<file path="src/rtl/etx_arbiter.sv">
// etx transmit arbiter: merges write, read-request and read-response FIFOs into one registered packet slot.
// Optional `ETX_ARB_ROUNDROBIN_EN replaces the write starvation guard with rd/wr round-robin.
module etx_arbiter #(
    parameter int PW         = 104,
    parameter int STARVE_MAX = 15,
    parameter int CW         = 4
) (
    input  logic          clk,
    input  logic          reset,
    input  logic          txwr_fifo_access,
    input  logic [PW-1:0] txwr_fifo_packet,
    output logic          txwr_fifo_wait,
    input  logic          txrd_fifo_access,
    input  logic [PW-1:0] txrd_fifo_packet,
    output logic          txrd_fifo_wait,
    input  logic          txrr_fifo_access,
    input  logic [PW-1:0] txrr_fifo_packet,
    output logic          txrr_fifo_wait,
    input  logic          etx_rd_wait,
    input  logic          etx_wr_wait,
    output logic          etx_access,
    output logic [PW-1:0] etx_packet,
    output logic          etx_rr
);

    logic          etx_access_q, etx_access_d;
    logic [PW-1:0] etx_packet_q, etx_packet_d;
    logic          etx_rr_q, etx_rr_d;
    logic          blocked, ready;
    logic          rr_el, wr_el, rd_el;
    logic          grant_rr, grant_rd, grant_wr;

    // The slot is only stalled by the wait that matches the type of packet it holds.
    assign blocked = etx_access_q & (etx_packet_q[0] ? etx_wr_wait : etx_rd_wait);
    assign ready   = ~blocked;

    assign rr_el = txrr_fifo_access & ~etx_wr_wait;
    assign wr_el = txwr_fifo_access & ~etx_wr_wait;
    assign rd_el = txrd_fifo_access & ~etx_rd_wait;

`ifdef ETX_ARB_ROUNDROBIN_EN
    logic favour_wr_q, favour_wr_d;

    always_comb begin
        grant_rr    = rr_el;
        grant_rd    = ~rr_el & rd_el & (~wr_el | ~favour_wr_q);
        grant_wr    = ~rr_el & wr_el & (~rd_el | favour_wr_q);
        favour_wr_d = favour_wr_q;
        if (ready & grant_rd) favour_wr_d = 1'b1;
        else if (ready & grant_wr) favour_wr_d = 1'b0;
    end

    always_ff @(posedge clk) begin
        if (reset) favour_wr_q <= 1'b0;
        else       favour_wr_q <= favour_wr_d;
    end
`else
    logic [CW-1:0] starve_cnt_q, starve_cnt_d;
    logic          force_wr;

    assign force_wr = wr_el & (starve_cnt_q == CW'(STARVE_MAX));

    always_comb begin
        grant_wr     = force_wr | (wr_el & ~rr_el & ~rd_el);
        grant_rr     = ~force_wr & rr_el;
        grant_rd     = ~force_wr & ~rr_el & rd_el;
        starve_cnt_d = starve_cnt_q;
        if (~wr_el | (ready & grant_wr))
            starve_cnt_d = '0;
        else if (ready && starve_cnt_q != CW'(STARVE_MAX))
            starve_cnt_d = starve_cnt_q + CW'(1);
    end

    always_ff @(posedge clk) begin
        if (reset) starve_cnt_q <= '0;
        else       starve_cnt_q <= starve_cnt_d;
    end
`endif

    // Waits are forced high during reset so nothing is popped into a slot that is being cleared.
    assign txrr_fifo_wait = reset | ~(ready & grant_rr);
    assign txrd_fifo_wait = reset | ~(ready & grant_rd);
    assign txwr_fifo_wait = reset | ~(ready & grant_wr);

    always_comb begin
        etx_access_d = etx_access_q;
        etx_packet_d = etx_packet_q;
        etx_rr_d     = etx_rr_q;
        if (ready) begin
            if (grant_rr | grant_rd | grant_wr) begin
                etx_access_d = 1'b1;
                etx_rr_d     = grant_rr;
                etx_packet_d = grant_rr ? txrr_fifo_packet :
                               grant_rd ? txrd_fifo_packet : txwr_fifo_packet;
            end else begin
                etx_access_d = 1'b0;
            end
        end
    end

    always_ff @(posedge clk) begin
        if (reset) begin
            etx_access_q <= 1'b0;
            etx_packet_q <= '0;
            etx_rr_q     <= 1'b0;
        end else begin
            etx_access_q <= etx_access_d;
            etx_packet_q <= etx_packet_d;
            etx_rr_q     <= etx_rr_d;
        end
    end

    assign etx_access = etx_access_q;
    assign etx_packet = etx_packet_q;
    assign etx_rr     = etx_rr_q;

endmodule

</file>
<file path="config.mk">
export PLATFORM = sky130hd
export DESIGN_NAME = etx_arbiter
export DESIGN_NICKNAME = d
export VERILOG_FILES = /design/src/rtl/etx_arbiter.sv
export SDC_FILE = /design/constraint.sdc
export NUM_CORES = 1
export LEC_CHECK = 0
export CAP_MARGIN = 40
export CORE_AREA = 8 8 158 160
export CTS_CLUSTER_SIZE = 12
export DETAILED_ROUTE_END_ITERATION = 7
export DIE_AREA = 0 0 166 168
export HOLD_SLACK_MARGIN = 0.05
export PLACE_DENSITY = 0.75
export SETUP_SLACK_MARGIN = 0.02
export SLEW_MARGIN = 20
export SYNTH_ARGS = -nofsm -noshare
export SYNTH_HDL_FRONTEND = slang
export SYNTH_SLANG_ARGS = --single-unit
</file>
<file path="constraint.sdc">
create_clock -name clk -period 4 [get_ports clk]
set_input_delay 0.6 -clock clk [delete_from_list [all_inputs] [get_ports clk]]
set_output_delay 0.6 -clock clk [all_outputs]
set_load 0.005 [all_outputs]
</file>
==> results of run 1 <==
[worst max-delay path by stage]
stage                                 from  depth (start not counted)  slack (ns)              to
after floorplan           txrr_fifo_access                          5        2.06  txrr_fifo_wait
after global placement    txrd_fifo_access                          6        0.94  txwr_fifo_wait
after detailed placement  txrd_fifo_access                          6        0.92  txwr_fifo_wait
after CTS                 txrd_fifo_access                          6        0.91  txwr_fifo_wait
after global routing      txrd_fifo_access                          6        0.79  txwr_fifo_wait
final                     txrd_fifo_access                          6        0.94  txwr_fifo_wait
[cell families (layout without fill, tap and decap cells)]
kind of cell | Yosys count | in the layout | share of synthesized area, %
compound gates | 328 | 328 | 41.68
buf+inv | 79 | 454 | 7.046
simple gates | 126 | 126 | 12.99
flops | 110 | 110 | 37.35
xor+xnor | 2 | 2 | 0.2972
fa+ha+maj | 1 | 1 | 0.2122
other cells | 0 | 1 | 0
mux | 2 | 2 | 0.4244
[synth_stat cells, types with 4 or more instances]
cell	instances	area share, %
dfxtp_1	110	37
a221oi_1	104	15
o2bb2ai_1	104	15
and2_1	102	11
o21ai_0	60	5.1
clkbuf_1	55	3.5
o21ai_1	46	3.9
buf_2	11	0.93
nand2_1	7	0.45
a21oi_1	5	0.42
buf_6	5	0.95
clkbuf_8	4	0.93
nor2b_1	4	0.42
[cell type report]
| cell class | instances | area [um2] | area share [%] |
|---|---|---|---|
| diodes | 1 | 2.502 | 0.02365 |
| clock buffers | 10 | 239.0 | 2.259 |
| clock inverters | 6 | 43.79 | 0.4140 |
| multi-input cells | 459 | 3342 | 31.59 |
| flip-flops and latches | 110 | 2202 | 20.82 |
| well taps | 285 | 356.6 | 3.371 |
| repair buffers | 438 | 4393 | 41.53 |
[report_power, final]
part	internal [W]	leakage [nW]	switching (W)
registers	0.00120	0.907	0.0000592
logic	0.000581	2.57	0.000331
clock network	0.000445	0.139	0.000457
[critical path: cells and delay by family]
kind / cells / cell delay (ns)
AND/OR/NAND/NOR: 2 / 0.31
AO/OA/AOI/OAI: 1 / 0.18
buffers and inverters: 3 / 1.37
[placed cells by master, fill, tap and decap left out, types with 2 or more instances in the layout]
cell             synthesis  routed
o21ai_0                 60      60
nor2b_1                  4       3
dfxtp_1                110     110
a221oi_1               104     104
xnor2_1                  2       2
nand3_1                  3       3
and2_1                 102     101
o21ai_1                 46      45
nor2_1                   3       3
buf_4                    0       8
and2_2                   3       3
clkbuf_16                0       9
inv_6                    0       2
nand2_1                  7       5
clkinv_2                 0       2
a21oi_1                  5       5
clkdlybuf4s50_1          0     427
o2bb2ai_1              104     104
[registers in the layout, summed over array words and instances, names as in the netlist]
name / cells
etx_access: 1
etx_packet: 104
etx_rr: 1
starve_cnt_q: 4
[metrics by stage]
step	hold slack [ns]	total power, W	area, um2	utilization (%)	setup WS (ns)
floorplan	0.4558	0.001588	5896	-	2.056
detailed placement	0.4457	0.002194	10270	45.90	0.9161
finish	0.4649	0.003071	10580	47.30	0.9416
global route	0.4766	0.003228	10580	47.30	0.7892
global placement	0.4434	0.002187	10250	45.85	0.9405
CTS	0.4703	0.003117	10550	47.17	0.9084
[per-layer routing]
metal  part of all wire, %  global-route usage (%)  up-vias
met1                    41                   23.43     3353
met3                   8.4                   6.712       34
met5                     0                       0        -
met4                   2.1                   6.522        0
met2                    48                   34.30      336
li1                      -                       -     3288
==> results.sh, run 1 <==
export IMPL_core_area_mm2=0.02237
export IMPL_status="finished clean"
export IMPL_critPathRequiredTime_ns=3.40
export IMPL_synth_async_reset_ratio_pct=0
export IMPL_hold_buffers=0
export IMPL_numCtsBuffers=9
export IMPL_worst_pin_slew_ns=0.7389
export IMPL_root_buffer="clkbuf_16"
export IMPL_ant_nets=0
export IMPL_firstDrtPassIters=5
export IMPL_avgSynthCellArea_um2=9.098
export IMPL_cts_htree_levels=3
export IMPL_grt_pass1_vias=7170
export IMPL_rows=55
export IMPL_cp_end_kind="output port"
export IMPL_cts_resized=0
export IMPL_whs_endpoint="etx_packet[99]$_SDFFE_PP0P_"
export IMPL_drt_iter0_drc=407
export IMPL_initial_core_util_pct=26.36
export IMPL_routabilityCongestion=0.8237
export IMPL_min_path_cells=1
export IMPL_track_usage_pct=20.10
export IMPL_yosysSeqAreaShare_pct=37.35
export IMPL_crit_path_max_incr_delay_ns=0.51
export IMPL_ys_warnings_count=0
export IMPL_synth_nets=968
export IMPL_grt_pass1_wl_mm=44.83
export IMPL_pwr_density_cell_mw_per_mm2=290.3
export IMPL_ir_drop_mv=0.1661
export IMPL_clkTransAtPathRegs_ns=0.08
export IMPL_hold_path_class="reg -> reg"
export IMPL_synth_edf_count=0
export IMPL_cts_tree="yes"
export IMPL_path_class="in -> out"
export IMPL_period_share_pct=76.46
export IMPL_fin_tns_setup_ns=0
export IMPL_cts_sinks=110
export IMPL_cp_max_fo=44
export IMPL_maxSlewHeadroom_pct=50.74
export IMPL_vias=7011
export IMPL_drive_gt1_share_pct=3.910
export IMPL_critPathArrivalTime_ns=2.46
export IMPL_wl_per_cell_um=22.54
export IMPL_rsz0062_at_grt="no"
export IMPL_drc=0
export IMPL_final_nets=1338
export IMPL_clk_path_buf_depth=2
export IMPL_max_freq_mhz=327.0
export IMPL_wirelength_mm=29.51
export IMPL_finalSetupViolCount=0
export IMPL_finClkSkew_ns=0.01291
export IMPL_p_leak_nw=3.613
export IMPL_io_buffers=427
export IMPL_cpMaxStageDelayCell="clkdlybuf4s50_1"
export IMPL_grt_max_degree=105
export IMPL_start_kind="input port"
export IMPL_fin_cells=1309
export IMPL_vias_per_cell=5.356
export IMPL_die_area_mm2=0.02789
export IMPL_io_pins=428
export IMPL_hold_start="etx_packet[99]$_SDFFE_PP0P_"
export IMPL_dp_hpwl_mm=21.28
export IMPL_ys_flop_type="dfxtp_1"
export IMPL_finalHoldViolations=0
export IMPL_grt_overflow_total=0
export IMPL_fp_dieH_um=168
export IMPL_r2r_end="etx_packet[4]$_SDFFE_PP0P_"
export IMPL_die_w_um=166
export IMPL_placed_cells=1291
export IMPL_antenna_found_initial=1
export IMPL_syn_area_mm2=0.005896
export IMPL_reg2reg_depth=6
export IMPL_worstReg2RegStart="starve_cnt_q[0]$_SDFFE_PP0P_"
export IMPL_crit_top_cell="clkdlybuf4s50_1"
export IMPL_period_needed_ns=3.058
export IMPL_postCtsSetupBuffers=0
export IMPL_synth_seq_cells=110
export IMPL_ys_types=36
export IMPL_critical_path_cell_chain="clkdlybuf4s50_1, nor2b_4, buf_4, o21ai_0, nand3_1, clkdlybuf4s50_1"
export IMPL_syn_to_final_growth_pct=79.44
export IMPL_r2r_slack_ns=1.82
export IMPL_synthCells=648
export IMPL_clock_latency_ns=0.35
export IMPL_fillers=2121
export IMPL_final_max_slew_viol_count=0
export IMPL_max_cap_violations=0
No activity file was read; power rests on OpenSTA's default activity.
==> run 2, diff against run 1 <==
--- a/config.mk
+++ b/config.mk
@@ -6,12 +6,12 @@
 export NUM_CORES = 1
 export LEC_CHECK = 0
 export CAP_MARGIN = 40
-export CORE_AREA = 8 8 158 160
+export CORE_AREA = 8 8 160 162
 export CTS_CLUSTER_SIZE = 12
 export DETAILED_ROUTE_END_ITERATION = 7
-export DIE_AREA = 0 0 166 168
+export DIE_AREA = 0 0 168 170
 export HOLD_SLACK_MARGIN = 0.05
-export PLACE_DENSITY = 0.75
+export PLACE_DENSITY = 0.74
 export SETUP_SLACK_MARGIN = 0.02
 export SLEW_MARGIN = 20
 export SYNTH_ARGS = -nofsm -noshare
==> constraint.sdc (replaced) <==
create_clock -name clk -period 3.1 [get_ports clk]
set_input_delay 0.465 -clock clk [delete_from_list [all_inputs] [get_ports clk]]
set_output_delay 0.465 -clock clk [all_outputs]
set_load 0.005 [all_outputs]
==> run 2 against run 1 <==
Net effect: worst setup slack got worse by 0.55 ns; clock power rose by 40%; power grew 33%; die area grew 2.4%; critical path type unchanged; critical endpoint is now txrd_fifo_wait; largest cell class unchanged.
==> results.sh, run 2 (synthesis gave the netlist of run 1 again) <==
export IMPL_vias=7109
export IMPL_period_share_pct=87.25
export IMPL_grt_max_degree=62
export IMPL_fin_tns_setup_ns=0
export IMPL_cts_resized=0
export IMPL_worst_pin_slew_ns=0.5716
export IMPL_fp_dieH_um=170
export IMPL_final_nets=1348
export IMPL_fillers=2235
export IMPL_numCtsBuffers=9
export IMPL_dp_hpwl_mm=22.78
export IMPL_critPathArrivalTime_ns=2.24
export IMPL_hold_path_class="reg -> reg"
export IMPL_period_needed_ns=2.705
export IMPL_firstDrtPassIters=4
export IMPL_clock_latency_ns=0.36
export IMPL_power_internal_w=0.002981
export IMPL_p_sw_share_pct=27.22
export IMPL_syn_to_final_growth_pct=82.43
export IMPL_worstSetupStartpoint="etx_wr_wait"
export IMPL_routabilityCongestion=0.8320
export IMPL_highest_layer="met4"
export IMPL_grt_pass1_wl_mm=45.71
export IMPL_final_common_cell="clkdlybuf4s50_1"
export IMPL_final_cell_area_mm2=0.01076
export IMPL_pwr_share_comb_pct=29.6
export IMPL_seqPwrFrac_pct=39.6
export IMPL_finClkSkew_ns=0.01272
export IMPL_cp_max_fo=6
export IMPL_drt_iter0_drc=501
export IMPL_max_freq_mhz=369.7
export IMPL_cp_end_kind="output port"
export IMPL_wl_met1_mm=11.78
export IMPL_path_class="in -> out"
export IMPL_status="finished clean"
export IMPL_maxSlewHeadroom_pct=61.89
export IMPL_cts_tree="yes"
export IMPL_wl_met3_mm=3.215
export IMPL_clkTransAtPathRegs_ns=0.07
export IMPL_io_buffers=427
export IMPL_largest_register_ffs=104
export IMPL_finalSetupViolCount=0
export IMPL_min_path_cells=1
export IMPL_io_pins=428
export IMPL_place_area_mm2=0.01044
export IMPL_crit_path_max_incr_delay_ns=0.50
export IMPL_start_kind="input port"
export IMPL_cts_htree_levels=3
export IMPL_root_buffer="clkbuf_16"
export IMPL_wl_per_cell_um=23.06
export IMPL_rsz0062_at_grt="no"
export IMPL_track_usage_pct=20.29
export IMPL_grt_overflow_total=0
export IMPL_critPathRequiredTime_ns=2.63
export IMPL_antenna_found_initial=2
export IMPL_postCtsSetupBuffers=0
export IMPL_crit_top_cell="clkdlybuf4s50_1"
export IMPL_cts_sinks=110
export IMPL_max_cap_violations=0
export IMPL_initial_core_util_pct=25.58
export IMPL_r2r_slack_ns=0.87
export IMPL_whs_endpoint="etx_packet[102]$_SDFFE_PP0P_"
export IMPL_rows=56
export IMPL_final_max_slew_viol_count=0
export IMPL_ant_nets=0
export IMPL_ir_drop_mv=0.2284
export IMPL_clk_path_buf_depth=2
export IMPL_r2r_end="etx_packet[10]$_SDFFE_PP0P_"
export IMPL_layout_common_cells="clkdlybuf4s50_1 (427), dfxtp_1 (110), a221oi_1 (104), o2bb2ai_1 (104), and2_1 (101)"
export IMPL_die_area_mm2=0.02856
export IMPL_drive_gt1_share_pct=4.743
export IMPL_drc=0
export IMPL_wl_met2_mm=14.83
export IMPL_die_w_um=168
export IMPL_reg2reg_depth=6
export IMPL_pwr_density_cell_mw_per_mm2=380.8
export IMPL_core_area_mm2=0.02305
export IMPL_worstReg2RegStart="starve_cnt_q[0]$_SDFFE_PP0P_"
export IMPL_hold_start="etx_packet[102]$_SDFFE_PP0P_"
export IMPL_finalHoldViolations=0
export IMPL_grt_pass1_vias=7533
export IMPL_p_switching_w=0.001115
export IMPL_p_leak_nw=3.697
export IMPL_wirelength_mm=30.53
export IMPL_critical_path_cell_chain="clkdlybuf4s50_1, mux2_4, a21oi_1, o211ai_1, clkdlybuf4s50_1"
export IMPL_vias_per_cell=5.369
export IMPL_cpMaxStageDelayCell="clkdlybuf4s50_1"
export IMPL_p_clk_share_pct=30.8
export IMPL_hold_buffers=0
## run 2: cell count changes in the layout (fill, tap and decap cells not counted), moves of 2 or more
cell / previous run / this run
buf_12: 1 / 9
clkinv_4: 1 / 3
inv_6: 2 / 0
clkinv_2: 2 / 0
buf_4: 8 / 12
## run 2: cell type report
class                   count  area, um2  area share [%]
clock inverters             5      67.56          0.6282
multi-input cells         459       3333           30.99
well taps                 290      362.8           3.374
repair buffers            448       4544           42.25
diodes                      1      2.502         0.02327
clock buffers              11      242.7           2.257
flip-flops and latches    110       2202           20.47
## run 2: routing by layer
layer  global-route usage [%]  vias up
met5                        0        -
met4                    6.250        0
met3                    8.086       38
met2                    34.91      372
met1                    22.76     3393
li1                         -     3306
## run 2: worst max-delay path by stage
stage	to	slack, ns	cells after the start
2_1_floorplan	txrr_fifo_wait	1.38	6
3_3_place_gp	etx_packet[42]$_SDFFE_PP0P_	0.51	6
3_5_place_dp	txrd_fifo_wait	0.41	5
4_1_cts	txrd_fifo_wait	0.41	5
5_1_grt	txrd_fifo_wait	0.28	5
6_report	txrd_fifo_wait	0.40	5
## run 2: power by group through the flow
stage               sequential (W)  clock [W]  combinational [W]
floorplan                  0.00165          0           0.000396
global placement           0.00165          0            0.00121
detailed placement         0.00165          0            0.00122
CTS                        0.00162    0.00131            0.00123
global route               0.00164    0.00135            0.00130
finish                     0.00162    0.00126            0.00121
## run 2: worst max-delay path, delay by kind of cell
kind / cells / cell delay (ns)
buffers and inverters: 2 / 0.98
AOI/OAI and AO/OA: 2 / 0.45
muxes: 1 / 0.34
## run 2: stage by stage
| stage | cells | utilization [%] | hold slack [ns] | power, W | setup WS, ns |
|---|---|---|---|---|---|
| 2_1_floorplan | 648 | - | 0.4558 | 0.002050 | 1.378 |
| 3_3_place_gp | 1307 | 45.30 | 0.4434 | 0.002860 | 0.5067 |
| 3_5_place_dp | 1307 | 45.30 | 0.4461 | 0.002871 | 0.4067 |
| 4_1_cts | 1323 | 46.65 | 0.4682 | 0.004156 | 0.4086 |
| 5_1_grt | 1324 | 46.66 | 0.4793 | 0.004289 | 0.2815 |
| 6_report | 1324 | 46.66 | 0.4644 | 0.004096 | 0.3953 |
==> run 3, diff against run 2 <==
--- a/config.mk
+++ b/config.mk
@@ -6,13 +6,15 @@
 export NUM_CORES = 1
 export LEC_CHECK = 0
 export CAP_MARGIN = 40
-export CORE_AREA = 8 8 160 162
+export CORE_AREA = 3 3 164 166
 export CTS_CLUSTER_SIZE = 12
 export DETAILED_ROUTE_END_ITERATION = 7
-export DIE_AREA = 0 0 168 170
+export DIE_AREA = 0 0 167 169
 export HOLD_SLACK_MARGIN = 0.05
-export PLACE_DENSITY = 0.74
+export MAX_ROUTING_LAYER = met4
+export PLACE_DENSITY = 0.68
 export SETUP_SLACK_MARGIN = 0.02
+export SKIP_LAST_GASP = 1
 export SLEW_MARGIN = 20
 export SYNTH_ARGS = -nofsm -noshare
 export SYNTH_HDL_FRONTEND = slang
==> run 3 against run 2 <==
Net effect: count of clock-buffer cells in the layout shrank 1; global-route usage shrank 1.0 points; register-to-register slack gained 0.20 ns; final cell count grew 2.6%; critical path depth is the same; via count shrank 0.41%; non-clock buffer count shrank 9; worst setup slack gained 0.10 ns; sequential power is essentially flat; power shrank 0.38%; clock power is essentially flat; clock skew grew 0.0015 ns; largest cell class unchanged; largest power group unchanged.
==> results.sh, run 3 (synthesis gave the netlist of run 1 again) <==
export IMPL_status="finished clean"
export IMPL_worst_pin_slew_ns=0.6642
export IMPL_max_cap_violations=0
export IMPL_start_kind="input port"
export IMPL_p_leak_nw=3.639
export IMPL_rsz0062_at_grt="no"
export IMPL_die_area_mm2=0.02822
export IMPL_rows=59
export IMPL_root_buffer="clkbuf_16"
export IMPL_p_switching_w=0.001115
export IMPL_ant_nets=0
export IMPL_final_nets=1339
export IMPL_drive_gt1_share_pct=3.910
export IMPL_clkTransAtPathRegs_ns=0.08
export IMPL_cts_tree="yes"
export IMPL_finalSetupViolCount=0
export IMPL_path_buf_inv=2
export IMPL_syn_to_final_growth_pct=81.66
export IMPL_wirelength_mm=27.88
export IMPL_firstDrtPassIters=4
export IMPL_grt_max_degree=106
export IMPL_max_freq_mhz=384.2
export IMPL_drt_iter0_drc=474
export IMPL_largest_register_ffs=104
export IMPL_numCtsBuffers=9
export IMPL_hold_buffers=0
export IMPL_final_common_cell="clkdlybuf4s50_1"
export IMPL_final_max_slew_viol_count=0
export IMPL_finClkSkew_ns=0.01421
export IMPL_cp_max_fo=6
export IMPL_dp_hpwl_mm=19.08
export IMPL_pwr_density_cell_mw_per_mm2=381.0
export IMPL_critPathArrivalTime_ns=2.14
export IMPL_cpMaxStageDelayCell="clkdlybuf4s50_1"
export IMPL_cts_resized=0
export IMPL_grt_pass1_vias=7240
export IMPL_antennaDiodeCount=0
export IMPL_critPathRequiredTime_ns=2.63
export IMPL_routabilityCongestion=0.8082
export IMPL_path_class="in -> out"
export IMPL_fillers=2599
export IMPL_p_clk_share_pct=31.2
export IMPL_wl_per_cell_um=20.53
export IMPL_crit_top_cell="clkdlybuf4s50_1"
export IMPL_pwr_share_comb_pct=29.0
export IMPL_io_buffers=427
export IMPL_vias_per_cell=5.214
export IMPL_drc=0
export IMPL_worst_slack_ns=0.4974
export IMPL_grt_overflow_total=0
export IMPL_vias=7080
export IMPL_grt_pass1_wl_mm=42.51
export IMPL_fin_tns_setup_ns=0
export IMPL_cp_end_kind="output port"
export IMPL_p_sw_share_pct=27.32
export IMPL_maxSlewHeadroom_pct=55.72
export IMPL_ir_drop_mv=0.1864
export IMPL_track_usage_pct=19.25
export IMPL_hold_path_class="reg -> reg"
export IMPL_die_w_um=167
export IMPL_clk_path_buf_depth=2
export IMPL_cts_htree_levels=3
export IMPL_seqPwrFrac_pct=39.7
export IMPL_fp_dieH_um=169
export IMPL_clock_latency_ns=0.36
export IMPL_layout_common_cells="clkdlybuf4s50_1 (427), dfxtp_1 (110), a221oi_1 (104), o2bb2ai_1 (104), and2_1 (101)"
export IMPL_io_pins=428
export IMPL_postCtsSetupBuffers=0
export IMPL_pre_cts_ws_ns=0.5148
export IMPL_cts_sinks=110
export IMPL_antenna_found_initial=2
export IMPL_core_area_mm2=0.02576
export IMPL_fin_hold_ws_ns=0.4634
export IMPL_finalHoldViolations=0
export IMPL_critical_path_cell_chain="clkdlybuf4s50_1, mux2_4, a21oi_1, o211ai_1, clkdlybuf4s50_1"
export IMPL_crit_path_max_incr_delay_ns=0.49
export IMPL_power_internal_w=0.002965
export IMPL_initial_core_util_pct=22.88
export IMPL_crit_family="buffers and inverters"
export IMPL_period_needed_ns=2.603
export IMPL_period_share_pct=83.96
==> run 3: changes by cell type in the layout (fill, tap and decap cells not counted), sizes merged <==
cell    before  now
inv          1    3
diode        1    0
buf         21   12
clkinv       3    1
clkbuf      11   10
==> run 3: path summary, 6_finish.rpt <==
path                                 from                           to  slack [ns]  depth (start not counted)
max                           etx_wr_wait               txrd_fifo_wait        0.50                          5
min           etx_packet[68]$_SDFFE_PP0P_  etx_packet[68]$_SDFFE_PP0P_        0.46                          1
max reg2reg  starve_cnt_q[0]$_SDFFE_PP0P_  etx_packet[32]$_SDFFE_PP0P_        1.07                          6
min reg2reg   etx_packet[68]$_SDFFE_PP0P_  etx_packet[68]$_SDFFE_PP0P_        0.46                          1
==> run 3: stage by stage <==
stage	instance area, um2	power, W	utilization (%)	instances
floorplan	5896	0.002050	-	648
global placement	10410	0.002835	40.39	1343
detailed placement	10410	0.002840	40.39	1343
CTS	10710	0.004151	41.57	1358
global route	10710	0.004280	41.57	1358
finish	10710	0.004080	41.57	1358
==> run 3: worst register-to-register path: stages, from the launching register on <==
cell and delay, ns:
dfxtp_1 0.38, ha_1 0.25, nand3_1 0.16, o21ai_4 0.22
buf_4 0.51, a221oi_1 0.27, o2bb2ai_1 0.16
==> run 3: power groups by stage <==
| stage | clock network (W) | logic [W] | registers, W |
|---|---|---|---|
| floorplan | 0 | 0.000396 | 0.00165 |
| CTS | 0.00133 | 0.00120 | 0.00162 |
| finish | 0.00127 | 0.00119 | 0.00162 |
| global route | 0.00137 | 0.00128 | 0.00164 |
| detailed placement | 0 | 0.00119 | 0.00165 |
| global placement | 0 | 0.00119 | 0.00165 |
==> run 3: area by class of cell <==
| type | count | area (um2) | area share (%) |
|---|---|---|---|
| Clock inverter | 5 | 65.06 | 0.6075 |
| Clock buffer | 10 | 239.0 | 2.231 |
| Sequential cell | 110 | 2202 | 20.56 |
| Multi-Input combinational cell | 459 | 3333 | 31.12 |
| Tap cell | 335 | 419.2 | 3.914 |
| Timing Repair Buffer | 439 | 4452 | 41.57 |
==> run 3: metal layers <==
metal	share of wire, %	vias to the layer above	track usage [%]
met2	48	346	31.51
met3	8.3	27	4.974
met4	1.4	0	3.838
met5	0	-	-
met1	42	3420	24.23
li1	-	3287	-
